**src/rtl/lookahead_adder.sv**
```systemverilog
// lookahead_adder: 16-bit two-level carry-lookahead adder with registered sum/carry-out.
// Define LOOKAHEAD_OVF_EN to add the registered signed-overflow output ovf.
module lookahead_adder (
    input  logic        clk,
    input  logic        rst,
    input  logic [15:0] operand1,
    input  logic [15:0] operand2,
    input  logic        cin,
    output logic        cout,
    output logic [15:0] result
`ifdef LOOKAHEAD_OVF_EN
    ,
    output logic        ovf
`endif
);
    logic [15:0] p, g, c, s;
    logic [3:0]  pg, gg;
    logic [4:0]  gc;
    assign p = operand1 ^ operand2;
    assign g = operand1 & operand2;
    // Each group derives its internal carries from its own carry-in only.
    for (genvar k = 0; k < 4; k++) begin : grp
        localparam int b = 4 * k;
        assign c[b]   = gc[k];
        assign c[b+1] = g[b] | (p[b] & gc[k]);
        assign c[b+2] = g[b+1] | (p[b+1] & g[b]) | (p[b+1] & p[b] & gc[k]);
        assign c[b+3] = g[b+2] | (p[b+2] & g[b+1]) | (p[b+2] & p[b+1] & g[b])
                      | (p[b+2] & p[b+1] & p[b] & gc[k]);
        assign pg[k]  = &p[b+3:b];
        assign gg[k]  = g[b+3] | (p[b+3] & g[b+2]) | (p[b+3] & p[b+2] & g[b+1])
                      | (p[b+3] & p[b+2] & p[b+1] & g[b]);
    end
    assign gc[0] = cin;
    assign gc[1] = gg[0] | (pg[0] & cin);
    assign gc[2] = gg[1] | (pg[1] & gg[0]) | (pg[1] & pg[0] & cin);
    assign gc[3] = gg[2] | (pg[2] & gg[1]) | (pg[2] & pg[1] & gg[0]) | (pg[2] & pg[1] & pg[0] & cin);
    assign gc[4] = gg[3] | (pg[3] & gg[2]) | (pg[3] & pg[2] & gg[1]) | (pg[3] & pg[2] & pg[1] & gg[0])
                 | (&pg & cin);
    assign s = p ^ c;
    always_ff @(posedge clk) begin
        result <= rst ? 16'h0000 : s;
        cout   <= rst ? 1'b0 : gc[4];
`ifdef LOOKAHEAD_OVF_EN
        ovf    <= rst ? 1'b0 : gc[4] ^ c[15];
`endif
    end
endmodule

```
**config.mk**
```make
export PLATFORM = sky130hd
export DESIGN_NAME = lookahead_adder
export DESIGN_NICKNAME = d
export VERILOG_FILES = /design/src/rtl/lookahead_adder.sv
export SDC_FILE = /design/constraint.sdc
export NUM_CORES = 1
export LEC_CHECK = 0
export ABC_AREA = 1
export ABC_CLOCK_PERIOD_IN_PS = 2300
export CAP_MARGIN = 20
export CORE_UTILIZATION = 48
export DETAILED_ROUTE_END_ITERATION = 16
export DONT_BUFFER_PORTS = 1
export PLACE_DENSITY_LB_ADDON = 0.25
export SETUP_SLACK_MARGIN = 0.15
export SYNTH_ARGS = -nofsm -noshare
export SYNTH_HDL_FRONTEND = slang
export SYNTH_SLANG_ARGS = --single-unit
```
**constraint.sdc**
```tcl
create_clock -name clk -period 2.3 [get_ports clk]
set_input_delay 0.46 -clock clk [delete_from_list [all_inputs] [get_ports clk]]
set_output_delay 0.46 -clock clk [all_outputs]
set_load 0.01 [all_outputs]
```
==> metrics.md <==
| Metric | Value |
|---|---|
| Vias in the first global route | `916` |
| Post-CTS Hold Buffers | `0` |
| Core area | `about 0.0023 mm²` |
| Synth Instances | `162` |
| Vias/cell | `approximately 5` |
| Layout area overhead | `4.75%` |
| CP Class | `in -> reg` |
| WP data required | `2.49 ns` |
| Row cnt | `17` |
| Antenna violations before repair | `0` |
| Worst setup EP type | `register` |
| Hold Crit Depth | `1` |
| Post-synth top flop | `dfxtp_1` |
| Pwr Density | `about 580 mW/mm²` |
| Clk buf depth | `2` |
| Post-route ant nets | `0` |
| Register bit count reported by yosys | `17` |
| Worst vdd ir | `0.312 mV` |
| Final nets | `roughly 220` |
| Post-synth top area share | `~28%` |
| Diodes inserted | `0` |
| GPL Wtd Cong | `between 0.7 and 0.8` |
| Crit-path max FO | `4` |
| Pin count of the biggest net entering global routing | `12` |
| Setup violators final | `0` |
| Worst Path Buf+Inv | `0` |
| Leakage power | `0.680 nW` |
| Synthesized cell area | `roughly 0.0012 mm²` |
| Fin crit period | `around 1.7 ns` |
| Mapped Nets | `about 220` |
| CP cell instances | `ha_1, nand2_1, nand2_1, nand2_1, nand2_1, a21oi_2, nand2_2, fa_1, xnor2_1, nor2_1` |
| Post-CTS sizing | `0` |
| Synth unique cells | `23` |
| Syn avg cell area | `around 7.5 µm²` |
| Clock net sink count | `17` |
| Layout cells sized above 1 | `approximately an eighth` |
| Status | `completed` |
| Cell family with the largest share of critical-path delay | `adder cells` |
| Detailed Route WL | `around 2100 µm` |
| Worst Hold End | `result[0]` |
| RSZ-0062 raised after global routing | `no` |
| Starting Density | `a little over half` |
| Hpwl dp | `1820 µm` |
| Pre-CTS WS | `between 0.2 and 0.3 ns` |
| Initial DRC Count | `8` |
| Total track usage | `between 10% and 20%` |
| Die height | `around 52 µm` |
| TritonCTS clock tree | `done` |
| Fmax | `slightly below 600 MHz` |
| Worst Setup Start Kind | `input port` |
| Via count | `a little under 1000` |
| I/O Buffers | `0` |
| Worst rel slew slack | `just under 80%` |
| CTS root buf | `clkbuf_4` |
| Setup TNS | `0 ns` |
| Total CTS buffers | `3` |
| # Max-Cap Violations | `0` |
| Synth Warn # | `0` |
| Slew @ Worst Pin | `around 0.32 ns` |
| Sequential fraction of the synthesis area | `between 20 and 30%` |
| Die width | `between 50 and 60 µm` |
| Final hold slack | `roughly 0.22 ns` |
| Post-synth EDFFs | `0` |
| Worst path slowest cell | `fa_1` |
| Final Hold Fails | `0` |
| Final Max Tran Viols | `0` |
| Fin crit share | `roughly three quarters` |
| First-pass GRT wire length | `3540 µm` |
| Worst Hold Class | `in -> reg` |
| I/O pins | `52` |
| Worst-path clk slew | `~0.10 ns` |
| Gr ovfl total | `0` |
| Synth area leaders | `dfxtp_1 28%, ha_1 17%, nand2_1 9.6%` |
| Wirelength per Cell | `between 10 and 15 µm` |
| Post-synth top area cell | `dfxtp_1` |
| Async S/R FF share, synth | `0%` |
| Cell Area, Placed | `around 0.0012 mm²` |
| DRC Markers | `0` |
| Worst path max stage delay | `0.38 ns` |
| Hold path start | `rst` |
| Pre-antenna DRT Iters | `4` |
| H-tree depth | `1` |
| Die ar. | `0.00273 mm²` |
| Final setup margin | `approximately 0.57 ns` |
| Most frequent CP cell | `nand2_1` |
| Final Cell Area | `about 0.0013 mm²` |
| Critical Path AT | `roughly 1.9 ns` |
| Post-CTS Setup Bufs | `0` |
==> sequential cells by signal, summed over array words and instances (netlist names) <==
| name | cells |
|---|---|
| cout | 1 |
| result | 16 |
==> final cells by class <==
cell class | instances | area (µm²)
Clock buffer | 4 | 26.3
Fill cell | 230 | 1030
Inverter | 30 | 113
Multi-Input combinational cell | 114 | 756
Sequential cell | 17 | 340
Tap cell | 28 | 35.0
==> per-stage QoR <==
stage	utilization (%)	std cells	total power [mW]
5_1_grt	55.3	193	0.802
3_3_place_gp	54.1	189	0.575
2_1_floorplan	-	162	0.548
4_1_cts	55.3	193	0.740
6_report	55.3	193	0.734
3_5_place_dp	54.1	189	0.583
==> cells in the final DEF, fill, tap and decap left out <==
cell type  synthesis  routed
a21oi_1           13      13
fa_1               4       4
inv_2              3       3
a31oi_1            2       2
nor2_1            20      20
nand2_4            2       2
clkbuf_1           1       1
nor3_2             1       1
clkbuf_4           0       3
o21bai_1           1       1
nand3_1            5       5
inv_1             26      26
nand2_1           31      31
a221oi_1           2       2
xor2_1             1       1
dfxtp_1           17      17
clkinv_1           1       1
xnor2_1            3       3
nand2_2            8       8
ha_1              16      16
nand3_2            2       2
a21oi_2            1       1
nor3_1             1       1
o21ai_0            1       1
==> synth_stat cells, drive strengths merged (2+ instances only) <==
cell / n
nand3: 7
a221oi: 2
inv: 29
fa: 4
nor2: 20
ha: 16
nand2: 41
a21oi: 14
dfxtp: 17
xnor2: 3
nor3: 2
a31oi: 2
==> report_power, final <==
| group | switching (mW) | internal, mW |
|---|---|---|
| Combinational | 0.123 | 0.0863 |
| Sequential | 0.0314 | 0.332 |
| Clock | 0.0933 | 0.0673 |
| Total | 0.248 | 0.486 |
==> per-layer routing <==
layer,up-vias,wire length (µm),GRT usage [%]
li1,512,-,-
met4,0,31,8.77
met1,416,876,18.8
met3,4,150,4.35
met5,-,0,0
met2,31,1050,32.1
==> cells by family after synthesis <==
kind of cell	after synthesis	share of synthesized area, %
AO/OA/AOI/OAI	20	9.60
XOR/XNOR	4	2.89
adder cells (fa/ha/maj)	20	23.1
buffers and inverters	31	9.60
flip-flops	17	28.1
AND/OR/NAND/NOR	70	26.7
==> how the worst max path moves through the flow <==
stage                startpoint         end  slack, ns  cells after the start
CTS                 operand1[9]  result[13]       0.57                     10
detailed placement  operand1[9]  result[13]       0.26                     10
global placement    operand1[5]  result[13]       0.31                     10
finish              operand1[9]  result[13]       0.57                     10
global route        operand1[9]  result[13]       0.45                     10
floorplan           operand1[5]  result[13]       0.35                     10
No activity file was read; power rests on OpenSTA's default activity.
